**src/rtl/seq_multiplier_16.sv**
```systemverilog
// Iterative shift-add unsigned multiplier with a start/busy/done handshake.
// Each RUN cycle performs one WIDTH-bit add through chained 4-bit ripple adders.

module four_bit_adder (
    input  logic [3:0] x,
    input  logic [3:0] y,
    input  logic       ci,
    output logic [3:0] s,
    output logic       co
);

    logic c;

    // Bit-serial ripple through the nibble
    always_comb begin
        c = ci;
        s = '0;
        for (int i = 0; i < 4; i++) begin
            s[i] = x[i] ^ y[i] ^ c;
            c    = (x[i] & y[i]) | (c & (x[i] ^ y[i]));
        end
        co = c;
    end

endmodule

module seq_multiplier_16 #(
    parameter int unsigned WIDTH = 16,
    parameter int unsigned CNT_W = 5
) (
    input  logic               clk,
    input  logic               rst_n,
    input  logic               start,
    input  logic [WIDTH-1:0]   a,
    input  logic [WIDTH-1:0]   b,
    output logic               busy,
    output logic               done,
    output logic [2*WIDTH-1:0] product,
    output logic               hi_nz,
    output logic               zero
);

    localparam int unsigned NIB = WIDTH / 4;

    typedef enum logic [1:0] {
        S_IDLE = 2'd0,
        S_RUN  = 2'd1,
        S_DONE = 2'd2
    } state_t;

    state_t             state, state_nxt;
    logic [CNT_W-1:0]   cnt, cnt_nxt;
    logic [WIDTH-1:0]   acc_hi, acc_hi_nxt;
    logic [WIDTH-1:0]   mcand, mcand_nxt;
    logic [WIDTH-1:0]   mplier, mplier_nxt;
    logic [2*WIDTH-1:0] product_nxt;
    logic               hi_nz_nxt;
    logic               zero_nxt;
    logic               busy_nxt;
    logic               done_nxt;

    logic [WIDTH-1:0]   addend;
    logic [WIDTH-1:0]   sum_lo;
    logic [NIB:0]       carry;
    logic [WIDTH:0]     sum;
    logic [2*WIDTH-1:0] final_prod;

    assign addend   = mplier[0] ? mcand : '0;
    assign carry[0] = 1'b0;

    for (genvar g = 0; g < NIB; g++) begin : g_nib
        four_bit_adder u_add (
            .x  (acc_hi[4*g +: 4]),
            .y  (addend[4*g +: 4]),
            .ci (carry[g]),
            .s  (sum_lo[4*g +: 4]),
            .co (carry[g+1])
        );
    end

    // Carry-out is kept as the top bit so the shift never loses it
    assign sum        = {carry[NIB], sum_lo};
    assign final_prod = {sum, mplier[WIDTH-1:1]};

    always_ff @(posedge clk or negedge rst_n) begin
        if (!rst_n) begin
            state   <= S_IDLE;
            cnt     <= '0;
            acc_hi  <= '0;
            mcand   <= '0;
            mplier  <= '0;
            product <= '0;
            hi_nz   <= 1'b0;
            zero    <= 1'b1;
            busy    <= 1'b0;
            done    <= 1'b0;
        end else begin
            state   <= state_nxt;
            cnt     <= cnt_nxt;
            acc_hi  <= acc_hi_nxt;
            mcand   <= mcand_nxt;
            mplier  <= mplier_nxt;
            product <= product_nxt;
            hi_nz   <= hi_nz_nxt;
            zero    <= zero_nxt;
            busy    <= busy_nxt;
            done    <= done_nxt;
        end
    end

    always_comb begin
        state_nxt   = state;
        cnt_nxt     = cnt;
        acc_hi_nxt  = acc_hi;
        mcand_nxt   = mcand;
        mplier_nxt  = mplier;
        product_nxt = product;
        hi_nz_nxt   = hi_nz;
        zero_nxt    = zero;
        busy_nxt    = busy;
        done_nxt    = 1'b0;

        case (state)
            S_IDLE: begin
                if (start) begin
                    mcand_nxt  = a;
                    mplier_nxt = b;
                    acc_hi_nxt = '0;
                    cnt_nxt    = '0;
                    busy_nxt   = 1'b1;
                    state_nxt  = S_RUN;
                end
            end
            S_RUN: begin
                acc_hi_nxt = sum[WIDTH:1];
                mplier_nxt = {sum[0], mplier[WIDTH-1:1]};
                cnt_nxt    = cnt + CNT_W'(1);
                if (cnt == CNT_W'(WIDTH - 1)) begin
                    product_nxt = final_prod;
                    hi_nz_nxt   = |final_prod[2*WIDTH-1:WIDTH];
                    zero_nxt    = ~|final_prod;
                    done_nxt    = 1'b1;
                    state_nxt   = S_DONE;
                end
            end
            S_DONE: begin
                busy_nxt  = 1'b0;
                state_nxt = S_IDLE;
            end
            default: begin
                busy_nxt  = 1'b0;
                state_nxt = S_IDLE;
            end
        endcase
    end

endmodule

```
**config.mk**
```make
export PLATFORM = sky130hd
export DESIGN_NAME = seq_multiplier_16
export DESIGN_NICKNAME = d
export VERILOG_FILES = /design/src/rtl/seq_multiplier_16.sv
export SDC_FILE = /design/constraint.sdc
export NUM_CORES = 1
export LEC_CHECK = 0
export BUFFER_PORTS_ARGS = -buffer_cell sky130_fd_sc_hd__clkbuf_2
export CAP_MARGIN = 20
export CORE_MARGIN = 3
export CORE_UTILIZATION = 60
export DETAILED_ROUTE_END_ITERATION = 8
export GPL_TIMING_DRIVEN = 0
export PLACE_DENSITY = 0.84
export SYNTH_ARGS = -nofsm -noshare
export SYNTH_HDL_FRONTEND = slang
export SYNTH_HIERARCHICAL = 1
export SYNTH_SLANG_ARGS = --single-unit
```
**constraint.sdc**
```tcl
create_clock -name clk -period 17.4 [get_ports clk]
set_input_delay 0.87 -clock clk [delete_from_list [all_inputs] [get_ports clk]]
set_output_delay 0.87 -clock clk [all_outputs]
set_load 0.02 [all_outputs]
```
==> summary.md, run 1 <==
| Metric | Value |
|---|---|
| Routed Antenna Nets | `0` |
| Vias | `around 3100` |
| Full die area | `8089 sq um` |
| Cells after Synth | `401` |
| Biggest cell delay along the critical path | `0.49 ns` |
| Reg clk slew, reported paths | `around 0.09 ns` |
| WL final | `9029 microns` |
| Yosys cell types | `30` |
| Initial antenna violation count | `0` |
| Reg-to-reg slack, setup | `10.49 ns` |
| Final Non-Filler Cells | `581` |
| Slew @ Worst Pin | `0.5626 ns` |
| Hold Vio Cnt, Final | `0` |
| Initial Util | `0.6402` |
| Fmax | `144.8 MHz` |
| Delay-heaviest family, CP | `adder cells` |
| Setup TNS | `0 ns` |
| Crit path launch | `mplier[0]` |
| CP Launch Type | `flip-flop` |
| Psw | `0.0003777 W` |
| Avg Synthesized Cell Area | `10.54 sq um` |
| Syn. warnings | `6` |
| Crit end category | `flip-flop` |
| Power Internal | `approximately 0.00053 W` |
| FF+latch count, synth | `91` |
| CTS resizes | `0` |
| Share of layout cells above drive strength 1 | `0.2787` |
| Hold-fix buffers at CTS | `0` |
| Total setup buffers inserted after CTS | `0` |
| Crit Path Class | `reg2reg` |
| Largest net degree at the start of global routing | `53` |
| P_leak | `2.589 nW` |
| Commonest cells after routing, fill and taps aside | `nand2_1, dfrtp_1, clkbuf_2` |
| Comb pwr share | `0.422` |
| R2R cell count | `36` |
| Number of iterations in the first detailed-routing pass | `4` |
| Ports | `a little over 70` |
| Clk buf depth | `2` |
| Normalized max-slew margin | `0.6250` |
| Required @ worst endpoint | `17.67 ns` |
| Hold crit path type | `reg2reg` |
| DR iter-0 viols | `209` |
| Chip Width | `between 80 and 90 microns` |
| Min Tclk post-route | `6.908 ns` |
| Hold_ws | `0.4778 ns` |
| Outcome | `complete, no violations` |
| Worst Skew | `0.007477 ns` |
| Synthesized area | `4228 sq um` |
| Layout area overhead | `16.72%` |
| GRT overflow | `0` |
| Max-Cap Viols | `0` |
| Gr usage total | `0.2337` |
| Htree depth | `3` |
| Post-DP HPWL | `6546 microns` |
| Clock root buffer master | `clkbuf_8` |
| # diodes | `0` |
| Inst Count DP | `565` |
| Largest cells by area after synthesis | `dfrtp_1, nand2_1, mux2_2, fa_1, inv_1` |
| Worst-path maximum fanout | `8` |
| Setup violations, final | `0` |
| Sw Share | `0.4153` |
| Worst Path Buf+Inv | `16` |
| Max Slew Vio Count | `0` |
| Most common cell after layout, fill and taps aside | `nand2_1` |
| Peak VDD IR | `0.09302 mV` |
| Leading register cell type out of synthesis | `dfrtp_1` |
| Buffers on Ports | `70` |
| CTS tree | `done` |
| Global-route wire length before repair | `15000 microns` |
| Synth area leader | `dfrtp_1` |
| Synth top area share | `0.5327` |
| Total nets after synthesis | `around 450` |
| Seq/Total Area, Yosys | `0.5389` |
| Number of flops mapped to enable cells by yosys | `0` |
| # clock sinks | `91` |
| Core area | `6604 sq um` |
| Tcrit/Tclk final | `0.3970` |
| DRC | `0` |
| WP data arrival | `7.18 ns` |
| Vias per Instance | `5.404` |
| Asr flop ratio synth | `1.000` |
| Avg WL per Cell | `15.54 microns` |
| Vias in the first global route | `3132` |
| Slowest-stage cell, CP | `dfrtp_1` |
| RD Place Congestion | `0.8386` |
| R2r endpoint | `zero` |
| Clk_lat worst skew | `0.36 ns` |
| Chip height | `around 90 microns` |
| Cell row count | `29` |
| CP Depth | `36` |
| Reg-to-reg startpoint | `mplier[0]` |
| Pwr dens | `184.3 nW/um^2` |
| NumNets Final | `between 500 and 600` |
| CTS Buf Count | `9` |
| Worst Setup EP | `zero` |
| Clk pwr share | `0.165` |
| RSZ-0062 raised after global routing | `no` |
| Power share of the sequential group | `0.412` |
per-layer routing:
metal  global-route usage  wire length, microns  part of all wire  vias up
li1                     -                     -                 -     1453
met4              0.09821                   205             0.023        0
met1               0.3263                  3821              0.42     1548
met5                    0                     0                 0        -
met2               0.3684                  4379              0.48      124
met3              0.03840                   623             0.069       15
state kept, by name (all words and copies together) (netlist names), 2 cells and up:
| signal | cells |
|---|---|
| acc_hi | 16 |
| cnt | 5 |
| mcand | 16 |
| mplier | 16 |
| product | 32 |
| state | 2 |
power by group through the flow:
stage	Sequential [W]	Clock (W)	Combinational, W
4_1_cts	0.000374	0.000152	0.000387
5_1_grt	0.000387	0.000162	0.000429
2_1_floorplan	0.000408	0	0.000221
3_3_place_gp	0.000371	0	0.000364
6_report	0.000375	0.000150	0.000384
3_5_place_dp	0.000378	0	0.000383
cell type report:
cell class                      instances  area [sq um]
Clock buffer                           10         137.6
Tap cell                               93         116.4
Clock inverter                          6         72.57
Timing Repair Buffer                   71         380.4
Fill cell                             454          1669
Sequential cell                        91          2278
Multi-Input combinational cell        248          1675
Inverter                               44         165.2
Buffer                                 18         108.9
worst reg2reg max path: cells and delay by family, from the launching register on:
kind | cells | cell delay [ns]
buffers and inverters | 16 | 1.03
adders and majority gates | 16 | 4.30
AOI/OAI and AO/OA | 1 | 0.29
DFF | 1 | 0.49
and+or+nand+nor | 3 | 0.74
cells in the mapped netlist, drive strengths merged, types with 2 or more instances:
master  number
clkbuf       4
a22oi       16
nand4        3
nor4         8
nor3b        2
ha           2
o21ai        6
mux2        32
dfrtp       90
and2        16
inv         44
buf         14
nand2      119
nand3       18
fa          16
cell families after synthesis:
group,synth area share
and+or+nand+nor,0.1829
other,0.0008870
buffers and inverters,0.06481
adders and majority gates,0.08168
DFF,0.5389
AOI/OAI and AO/OA,0.04321
muxes,0.08760
worst min path at each step:
stage,start,slack [ns],depth (start not counted),endpoint
5_1_grt,mcand[5],0.50,2,mcand[5]
4_1_cts,mcand[4],0.48,2,mcand[4]
2_1_floorplan,cnt[3],0.44,1,cnt[3]
3_5_place_dp,mcand[15],0.46,2,mcand[15]
3_3_place_gp,mcand[1],0.45,2,mcand[1]
6_report,mcand[4],0.48,2,mcand[4]
stage by stage:
step | total power, W | setup slack (ns) | utilization | area [sq um]
after floorplan | 0.0006298 | 11.28 | - | 4228
after global placement | 0.0007357 | 10.75 | 0.7109 | 4695
after detailed placement | 0.0007614 | 10.58 | 0.7154 | 4725
after CTS | 0.0009141 | 10.53 | 0.7473 | 4935
after global routing | 0.0009781 | 10.15 | 0.7473 | 4935
final | 0.0009095 | 10.49 | 0.7473 | 4935
(Power assumes the default switching activity.)
==> run 2: changes to the inputs <==
Settings changed: CORE_UTILIZATION 60 to 56, PLACE_DENSITY 0.84 to 0.79.
Clock period 17.4 ns to 6.8 ns, I/O delays scaled along.
==> summary.md, run 2 (same netlist as run 1, synthesis figures left out) <==
| Metric | Value |
|---|---|
| CP most frequent cell | `fa_1` |
| Reg clk slew, reported paths | `0.09 ns (about the same)` |
| Tcrit/Tclk final | `0.9490 (+0.5520)` |
| Fmax | `155.0 MHz (+7.1%)` |
| CTS tree | `done` |
| Power Internal | `0.001388 W (+160%)` |
| Share of layout cells above drive strength 1 | `0.3171 (+0.03838)` |
| WP data arrival | `6.75 ns (-0.43 ns)` |
| Max Slew Vio Count | `0 (unchanged)` |
| Gr usage total | `0.2257 (-0.007978)` |
| CP Launch Type | `flip-flop` |
| Required @ worst endpoint | `7.10 ns (-10.57 ns)` |
| Hold crit path type | `in2reg` |
| DR iter-0 viols | `143 (-32%)` |
| Chip Width | `92.89 microns (+3.3%)` |
| Most common cell after layout, fill and taps aside | `nand2_1` |
| RD Place Congestion | `0.8549 (+1.9%)` |
| Outcome | `complete, no violations` |
| Min Tclk post-route | `6.453 ns (-0.4551 ns)` |
| Crit end category | `flip-flop` |
| Vias | `3116 (-0.76%)` |
| Final Non-Filler Cells | `591 (+1.7%)` |
| Commonest cells after routing, fill and taps aside | `nand2_1, dfrtp_1, clkbuf_2` |
| Clk pwr share | `0.162 (-0.003)` |
| Power share of the sequential group | `0.402 (-0.010)` |
| Global-route wire length before repair | `14970 microns (-0.18%)` |
| # clock sinks | `91 (unchanged)` |
| Worst setup slack after placement | `0.06571 ns (-10.52 ns)` |
| Hold_ws | `0.1700 ns (-0.3078 ns)` |
| Peak VDD IR | `0.2190 mV (+140%)` |
| Psw | `0.0009849 W (+160%)` |
| Fin util | `0.6870 (-0.06022)` |
| Worst Skew | `0.01129 ns (+0.003809 ns)` |
| Sw Share | `0.4150 (about the same)` |
| NumNets Final | `540 (+0.75%)` |
| DRC | `0 (unchanged)` |
| Largest net degree at the start of global routing | `65 (+23%)` |
| Fill cell count | `564 (+24%)` |
| Initial antenna violation count | `0 (unchanged)` |
| Cell row count | `31 (+6.9%)` |
| Area of the multi-input gates | `1714 sq um (+2.3%)` |
| Setup TNS | `0 ns (unchanged)` |
| Routed Antenna Nets | `0 (unchanged)` |
| Post-DP HPWL | `6500 microns (-0.70%)` |
| Full die area | `8629 sq um (+6.7%)` |
| Worst-path maximum fanout | `3 (-5)` |
| Inst Count DP | `571 (+1.1%)` |
| Clock root buffer master | `clkbuf_8` |
| # diodes | `0 (unchanged)` |
| Buffers on Ports | `70 (unchanged)` |
| CTS Buf Count | `9 (unchanged)` |
| Core area | `7292 sq um (+10%)` |
| Layout area overhead | `18.50%` |
| Htree depth | `3 (unchanged)` |
| Comb pwr share | `0.436 (+0.014)` |
| Pwr dens | `473.7 nW/um^2 (+160%)` |
| Storage cell area | `2280 sq um (about the same)` |
| Number of iterations in the first detailed-routing pass | `4 (unchanged)` |
| Clk buf depth | `2 (unchanged)` |
| Ports | `71 (unchanged)` |
| GRT overflow | `0 (unchanged)` |
| P_leak | `2.599 nW (+0.40%)` |
| Clk_lat worst skew | `0.36 ns (about the same)` |
| Chip height | `92.89 microns (+3.3%)` |
| Vias per Instance | `5.272 (-2.4%)` |
| WL final | `9045 microns (+0.18%)` |
| Max-Cap Viols | `0 (unchanged)` |
| Slowest-stage cell, CP | `dfrtp_2` |
| Final worst slack | `0.3470 ns (-10.14 ns)` |
| Initial Util | `0.5798 (-0.06042)` |
| Reg with most FFs | `product` |
| Biggest cell delay along the critical path | `0.43 ns (-0.06 ns)` |
| Vias in the first global route | `3150 (+0.57%)` |
| Avg WL per Cell | `15.30 microns (-1.5%)` |
| Number of flip-flops in the largest register | `32 (unchanged)` |
| Crit Path Class | `reg2reg` |
| RSZ-0062 raised after global routing | `no` |
| Hold Vio Cnt, Final | `0 (unchanged)` |
| Setup violations, final | `0 (unchanged)` |
==> run 2: cell count changes in the layout (fill, tap and decap cells not counted), moves of 2 or more <==
cell | previous run | this run
fa_1 | 16 | 10
clkinv_4 | 2 | 0
inv_1 | 44 | 37
nor4_1 | 8 | 6
inv_6 | 2 | 5
inv_2 | 0 | 7
buf_4 | 2 | 5
fa_2 | 0 | 6
==> run 2: through the flow <==
step / total power [W] / instance area, sq um
floorplan: 0.001611 / 4228
global placement: 0.001881 / 4702
detailed placement: 0.001945 / 4732
CTS: 0.002330 / 4949
global route: 0.002563 / 5010
finish: 0.002373 / 5010
==> run 2: layer usage <==
layer  vias to the layer above  global-route usage  wire length [microns]
li1                       1459                   -                      -
met1                      1548              0.2876                   3841
met2                        93              0.3791                   4557
met3                        16             0.03656                    467
met4                         0              0.1038                    179
met5                         -                   0                      0
==> run 2: power groups by stage <==
stage | sequential [W] | combinational (W) | clock [W]
4_1_cts | 0.000955 | 0.000984 | 0.000391
2_1_floorplan | 0.00104 | 0.000567 | 0
3_3_place_gp | 0.000950 | 0.000931 | 0
6_report | 0.000954 | 0.00104 | 0.000384
3_5_place_dp | 0.000966 | 0.000979 | 0
5_1_grt | 0.000986 | 0.00116 | 0.000413
==> run 2: worst paths after layout <==
| kind | startpoint | to | slack (ns) | depth (start not counted) |
|---|---|---|---|---|
| max | mplier[0] | hi_nz | 0.35 | 36 |
| min | a[13] | mcand[13] | 0.17 | 3 |
| max reg2reg | mplier[0] | hi_nz | 0.35 | 36 |
| min reg2reg | mcand[13] | mcand[13] | 0.47 | 2 |
| max in group asynchronous | rst_n | zero | 5.66 | 3 |
| min in group asynchronous | rst_n | mcand[1] | 0.47 | 2 |
==> run 2: final cells by class <==
| class | instances | share of cell area |
|---|---|---|
| Timing Repair Buffer | 75 | 0.08242 |
| Clock buffer | 9 | 0.02473 |
| Clock inverter | 7 | 0.01623 |
| Tap cell | 99 | 0.02473 |
| Inverter | 44 | 0.03297 |
| Buffer | 18 | 0.02173 |
| Sequential cell | 91 | 0.4550 |
| Multi-Input combinational cell | 248 | 0.3422 |
==> run 2: critical path: cells and delay by family, from the launching register on <==
family	cells	cell delay [ns]
AO/OA/AOI/OAI	1	0.14
adder cells (fa/ha/maj)	16	4.51
buffers and inverters	16	1.00
flip-flops	1	0.43
AND/OR/NAND/NOR	3	0.29
==> run 2: what timing repair did <==
action | CTS | global route
setup endpoints to repair | 2 | 4
resized for setup | 1 | 17
pin swaps | 0 | 5
setup buffers | 0 | 3
endpoints found under the hold margin | 27 | 0
hold buffers | 1 | 0
